===== config.mk =====
export PLATFORM = sky130hd
export DESIGN_NAME = sc_bitstream_decoder
export DESIGN_NICKNAME = d
export VERILOG_FILES = /design/src/rtl/sc_bitstream_decoder.sv
export SDC_FILE = /design/constraint.sdc
export NUM_CORES = 1
export LEC_CHECK = 0
export CORE_ASPECT_RATIO = 0.8
export CORE_MARGIN = 2
export CORE_UTILIZATION = 45
export DETAILED_ROUTE_END_ITERATION = 6
export GPL_TIMING_DRIVEN = 0
export PLACE_DENSITY = 0.67
export SYNTH_ARGS = -nofsm -noshare
export SYNTH_HDL_FRONTEND = slang
export SYNTH_SLANG_ARGS = --single-unit

===== constraint.sdc =====
create_clock -name iClk -period 3.65 [get_ports iClk]
set_clock_uncertainty 0.1 [all_clocks]
set_input_delay 0.73 -clock iClk [delete_from_list [all_inputs] [get_ports iClk]]
set_output_delay 0.73 -clock iClk [all_outputs]
set_load 0.01 [all_outputs]

===== src/rtl/sc_bitstream_decoder.sv =====
// Stochastic-to-binary decoder: counts the 1s over a window of 2^BITWIDTH accepted bits and
// holds the decoded value under valid/ready. Define SC_DECODER_BIPOLAR_EN for bipolar output encoding.
module sc_bitstream_decoder #(
    parameter int BITWIDTH = 8
) (
    input  logic                iClk,
    input  logic                iRst,
    input  logic                iEn,
    input  logic                iClr,
    input  logic                iBit,
    input  logic                iReady,
    output logic [BITWIDTH-1:0] oVal,
    output logic                oValid,
    output logic                oSat,
    output logic                oBusy
);

    localparam int W = BITWIDTH;

    typedef enum logic [1:0] {
        IDLE  = 2'd0,
        ACCUM = 2'd1,
        HOLD  = 2'd2
    } state_t;

    state_t         state_r;
    state_t         nextState_s;
    logic [W-1:0]   cntBits_r;
    logic [W:0]     cntOnes_r;
    logic           acceptBit_s;
    logic           windowDone_s;
    logic           handshake_s;
    logic [W:0]     onesNext_s;
    logic [W:0]     result_s;

    // Maps a ones count (0..N) to {sat, value}; only a full-ones window saturates.
    function automatic logic [W:0] decodeOnes(input logic [W:0] ones);
        logic [W-1:0] val;
        logic         sat;
`ifdef SC_DECODER_BIPOLAR_EN
        if (ones[W]) begin
            val = {1'b0, {(W-1){1'b1}}};
            sat = 1'b1;
        end else begin
            val = ones[W-1:0] - {1'b1, {(W-1){1'b0}}};
            sat = 1'b0;
        end
`else
        if (ones[W]) begin
            val = {W{1'b1}};
            sat = 1'b1;
        end else begin
            val = ones[W-1:0];
            sat = 1'b0;
        end
`endif
        return {sat, val};
    endfunction

    // Next-state decode; iClr overrides any accept, completion or handshake in this cycle.
    always_comb begin
        nextState_s  = state_r;
        acceptBit_s  = 1'b0;
        windowDone_s = 1'b0;
        handshake_s  = 1'b0;
        onesNext_s   = cntOnes_r + {{W{1'b0}}, iBit};
        if (iClr) begin
            nextState_s = IDLE;
        end else begin
            case (state_r)
                IDLE, ACCUM: begin
                    acceptBit_s = iEn;
                    if (iEn && (cntBits_r == {W{1'b1}})) begin
                        windowDone_s = 1'b1;
                        nextState_s  = HOLD;
                    end else if (iEn) begin
                        nextState_s = ACCUM;
                    end else begin
                        nextState_s = state_r;
                    end
                end
                HOLD: begin
                    if (iReady) begin
                        handshake_s = 1'b1;
                        nextState_s = IDLE;
                    end else begin
                        nextState_s = HOLD;
                    end
                end
                default: begin
                    nextState_s = IDLE;
                end
            endcase
        end
        result_s = decodeOnes(onesNext_s);
    end

    // State, counters and registered outputs; oVal survives iClr but not iRst.
    always_ff @(posedge iClk) begin
        if (iRst) begin
            state_r   <= IDLE;
            cntBits_r <= {W{1'b0}};
            cntOnes_r <= {(W+1){1'b0}};
            oVal      <= {W{1'b0}};
            oValid    <= 1'b0;
            oSat      <= 1'b0;
            oBusy     <= 1'b0;
        end else begin
            state_r <= nextState_s;
            oBusy   <= (nextState_s == HOLD);
            if (iClr || handshake_s) begin
                cntBits_r <= {W{1'b0}};
                cntOnes_r <= {(W+1){1'b0}};
                oValid    <= 1'b0;
                oSat      <= 1'b0;
            end else if (windowDone_s) begin
                cntBits_r <= {W{1'b0}};
                cntOnes_r <= onesNext_s;
                oVal      <= result_s[W-1:0];
                oSat      <= result_s[W];
                oValid    <= 1'b1;
            end else if (acceptBit_s) begin
                cntBits_r <= cntBits_r + {{(W-1){1'b0}}, 1'b1};
                cntOnes_r <= onesNext_s;
            end else begin
                cntBits_r <= cntBits_r;
                cntOnes_r <= cntOnes_r;
            end
        end
    end

endmodule


Word-level counts from Yosys, hierarchy flattened. Cells that the tools add are included.

Output and inout port bits: 11. Register bits after elaboration: 30. Word-level logic and storage cells: 39. Input bits: 6.

Reduce and logical (&&, ||, !) cells: 8. Mux-type cells: 17. Bitwise logic cells: 1. Add/sub/neg operators: 2. Equal/unequal tests: 4.

Operators with widths (count): $mux W9 (2); $add A9 B1 Y9 (1); $mux W1 (9); $add A8 B1 Y8 const B (1); $eq A8 B8 Y1 const B (1); $mux W2 (4); $mux W8 (1); $eq A2 B2 Y1 const B (2); $pmux W2 S2 (1); $reduce_or A2 Y1 (2); $reduce_or A3 Y1 (1); $eq A2 B1 Y1 const B (1); $logic_not A2 Y1 (1); $reduce_and A2 Y1 (1); $reduce_bool A2 Y1 (1); $logic_and A1 B1 Y1 (1); $logic_or A1 B1 Y1 (1); $not A1 Y1 (1).

Logic depth before layout (Yosys ltp). Gate-level depths: netlist of run 1.

Depth in word-level cells: 6. Gate-level depth with buffers: 7. Gate-level depth less buffers: 6.

Worst setup path after synthesis of run 1. Ideal clock, no wire load.

Path type: input to register. Start point: input iBit. End point: register oVal[5]. Path buffers: 1. Setup slack: 1.425 ns. Stages on the path: 7. Data arrival time: 2.045 ns. Required time: 3.470 ns. Setup time: 0.080 ns. Path through: ha_1 ha_1 nand3_2 or3_1 and3_1 buf_6 a211oi_2.

Longest elaborated chain between the ends: 2.

Ends and longest elaborated chain: start: declaration (line 10) `input logic iBit,`; $add A9 B1 Y9 (line 66) `onesNext_s = cntOnes_r + {{W{1'b0}}, iBit};`; $mux W8 (line 49) `if (ones[W]) begin`; end signal: assignment (line 104) `oVal <= {W{1'b0}};`; end signal: assignment (line 119) `oVal <= result_s[W-1:0];`; end: declaration (line 12) `output logic [BITWIDTH-1:0] oVal,`.

No other way between the ends. A chain may end at the register's enable or synchronous reset.

Final worst setup path of run 1. Same ends and word-level chain as after synthesis.

==> metrics.md, run 1 <==
| Metric | Value |
|---|---|
| Area of the core | about 2800 sq um |
| Starting density of the core | approximately half |
| Worst setup EP type | flip-flop |
| Final wirelength | roughly 2700 um |
| Worst slew pin tran | 667.2 ps |
| Wire per inst | between 10 and 15 um |
| Hold Slack | 363.8 ps |
| Total power | 0.6089 mW |
| Fin. Hold Viols | 0 |
| Final HPWL DP | approximately 2000 um |
| Setup WS post-layout | 1098 ps |
| Worst vdd ir | ~0.21 mV |
| Commonest non-fill, non-tap cells in the layout | dfxtp_1 (30), nor2_1 (29), clkdlybuf4s50_1 (16) |
| Num ports | 17 |
| Max-Cap Viols | 0 |
| Initial antenna violation count | 0 |
| Post-Synthesis Cells | 153 |
| Inserted Diodes | 0 |
| Area growth, synth to finish | 21.05% |
| Cell type with the largest total area after synthesis | dfxtp_1 |
| Vias | 1091 |
| Setup bufs post-CTS | 0 |
| First-pass GRT wire length | 4567 um |
| Sequential-to-total area share from yosys stat | about 44% |
| Die Wd | between 60 and 70 um |
| Share of layout cells above drive strength 1 | roughly 15% |
| Die ar. | between 3000 and 4000 sq um |
| Clock Sinks | 30 |
| Longest Clk Path Bufs | 2 |
| Max Slew Vio Count | 0 |
| Clk root buf | clkbuf_8 |
| Largest family of logic cells by synthesized area | simple AND/OR/NAND/NOR gates |
| Largest net degree at the start of global routing | 11 |
| Simple-gate share of the synthesized area | between 20% and 30% |
| I/O Buffers | 16 |
| Achievable Freq | slightly below 0.4 GHz |
| XOR/XNOR Fraction of Synth Area | 11.43% |
| Startpoint Class | primary input |
| Mapped Nets | 162 |
| Worst path buffer plus inverter count | 2 |
| # nets final | approximately 190 |
| Cts bufs inserted | 5 |
| Hold_buf cts | 0 |
| Mux share of post-synthesis cell area | 0% |
| Yosys warnings | 0 |
| Setup tns final | 0 ps |
| Critical Path, Cell by Cell | clkdlybuf4s50_1 -> ha_1 -> ha_1 -> nand3_2 -> or3_1 -> and3_1 -> buf_6 -> a211oi_2 |
| Die H | 53.51 um |
| Vias/cell | about 5 |
| Worst hold path class | flip-flop to flip-flop |
| Slowest stage cell, crit path | clkdlybuf4s50_1 |
| Seq cells post-synth | 30 |
| Clock transition at path regs | roughly 60 ps |
| Worst-skew pair later-pin latency | between 200 and 300 ps |
| Syn avg cell area | about 9.0 sq um |
| Outcome | complete, no violations |
| Min cycle time layout | approximately 2600 ps |
| Synth top area share | about 44% |
| Complex-gate fraction of the synthesized area | 10.44% |
| RSZ-0062 raised after global routing | false |
| Critical Path RT | approximately 3800 ps |
| Final global-route overflow total | 0 |
| Synth unique cells | 28 |
| # setup viols final | 0 |
| Crit Path Class | primary input to flip-flop |
| Antenna-violating nets left | 0 |
| Drt first pass iters | 4 |
| Synth top area cells | dfxtp_1 (44%), nor2_1 (7.9%), xnor2_1 (7.0%) |
| Commonest non-fill, non-tap cell in the layout | dfxtp_1 |
| Mapped cell area | roughly 1400 sq um |
| Cell Pwr Density | around 360 nW/um^2 |
| Pre-CTS setup slack | ~800 ps |
| Vias in the first global route | about 1000 |
| TritonCTS clock tree | done |
| Post-synthesis adder-cell area fraction | between 2 and 3% |
| Most frequent CP cell | ha_1 |
| WP data arrival | around 2700 ps |
| CP max stage delay | around 470 ps |
| Number of DRC markers in iteration 0 | between 40 and 50 |
| GRT Total Usage | roughly 18% |
| Htree depth | 2 |
| Design area | ~1700 sq um |
| PostCTS Resize Cnt | 0 |
| Slew headroom | between 50 and 60% |
| Residual DRC count | 0 |
| Leak | 0.5338 nW |
| Worst-path maximum fanout | 6 |
| Placed inst area | 1587 sq um |
| Final worst-path cycle share | 69.91% |
| CP top delay family | simple AND/OR/NAND/NOR gates |
| GP Congestion | 0.7474 |
| Row count | 17 |
stage by stage:
stage                     util, %  cells
after floorplan                 -    153
after global placement      56.08    207
after detailed placement    56.08    207
after CTS                   59.00    213
after global routing        59.00    213
final                       59.00    213
worst reg2reg max path: stages, from the launching register on:
cell      delay, ps
dfxtp_1         330
ha_1            170
ha_1            240
nand3_2         130
or3_1           370
and3_1          200
buf_6           140
a211oi_2        200
path summary, 6_finish.rpt:
| path | from | endpoint | slack [ps] | cells after the start |
|---|---|---|---|---|
| worst max-delay path | iBit | oVal[5] | 1100 | 8 |
| worst min-delay path | cntOnes_r[0] | cntOnes_r[0] | 360 | 2 |
| worst max register to register | cntOnes_r[0] | oVal[5] | 1700 | 7 |
| worst min register to register | cntOnes_r[0] | cntOnes_r[0] | 360 | 2 |
layer usage:
metal / vias up / global-route usage (%) / wire length, um
li1: 567 / - / -
met1: 489 / 22.35 / 1394
met2: 28 / 27.78 / 1093
met3: 7 / 5.319 / 139
met4: 0 / 10.42 / 59
met5: - / 0 / 0
state kept, by name, indices dropped and copies added, names as in the netlist:
signal     cells
cntOnes_r      9
cntBits_r      8
oVal           8
state_r        2
oBusy          1
oSat           1
oValid         1
cells in the mapped netlist, drive strengths merged:
library cell  number
nor3              10
a211oi             5
a21oi              6
inv                2
or2                1
buf                6
or3b               1
nor2              29
or3                3
nand4              6
o21ai              5
dfxtp             30
nor4               1
ha                 3
nor3b              1
xnor2             11
and3               3
nand2             12
and2               1
nand3              4
xor2               7
clkbuf             3
a311oi             3
cells by family (layout without fill, tap and decap cells):
family	after synthesis	count (layout)
buf+inv	11	33
simple gates	72	72
xor+xnor	18	18
flops	30	30
compound gates	19	19
fa+ha+maj	3	3
cell type report:
| class | count | area (sq um) |
|---|---|---|
| Fill cell | 247 | 1160 |
| Multi-Input combinational cell | 112 | 705.7 |
| Sequential cell | 30 | 600.6 |
| Timing Repair Buffer | 16 | 160.2 |
| Clock buffer | 6 | 82.58 |
| Buffer | 9 | 65.06 |
| Tap cell | 38 | 47.55 |
| Inverter | 2 | 7.507 |
power by group:
part	leakage (nW)	internal (mW)	switching, mW
combinational	0.249	0.0106	0.0148
clock	0.0431	0.145	0.109
sequential	0.242	0.329	0.000925
Note: power is estimated with default switching activity, not from simulation.
==> inputs of run 2 (changes only) <==
clock period = 2.4 ns   (was 3.65 ns; I/O delays follow)
==> results of run 2 <==
The final DEF is identical to that of run 1. Status: complete, no violations.
Among the figures that moved: setup slack after placement 805.2 ps -> -194.8 ps; setup slack after layout 1098 ps -> 98.18 ps; register-to-register setup slack 1700 ps -> 450 ps; total power 0.6089 mW -> 0.9261 mW; worst IR drop on VDD 0.2112 mV -> 0.3212 mV
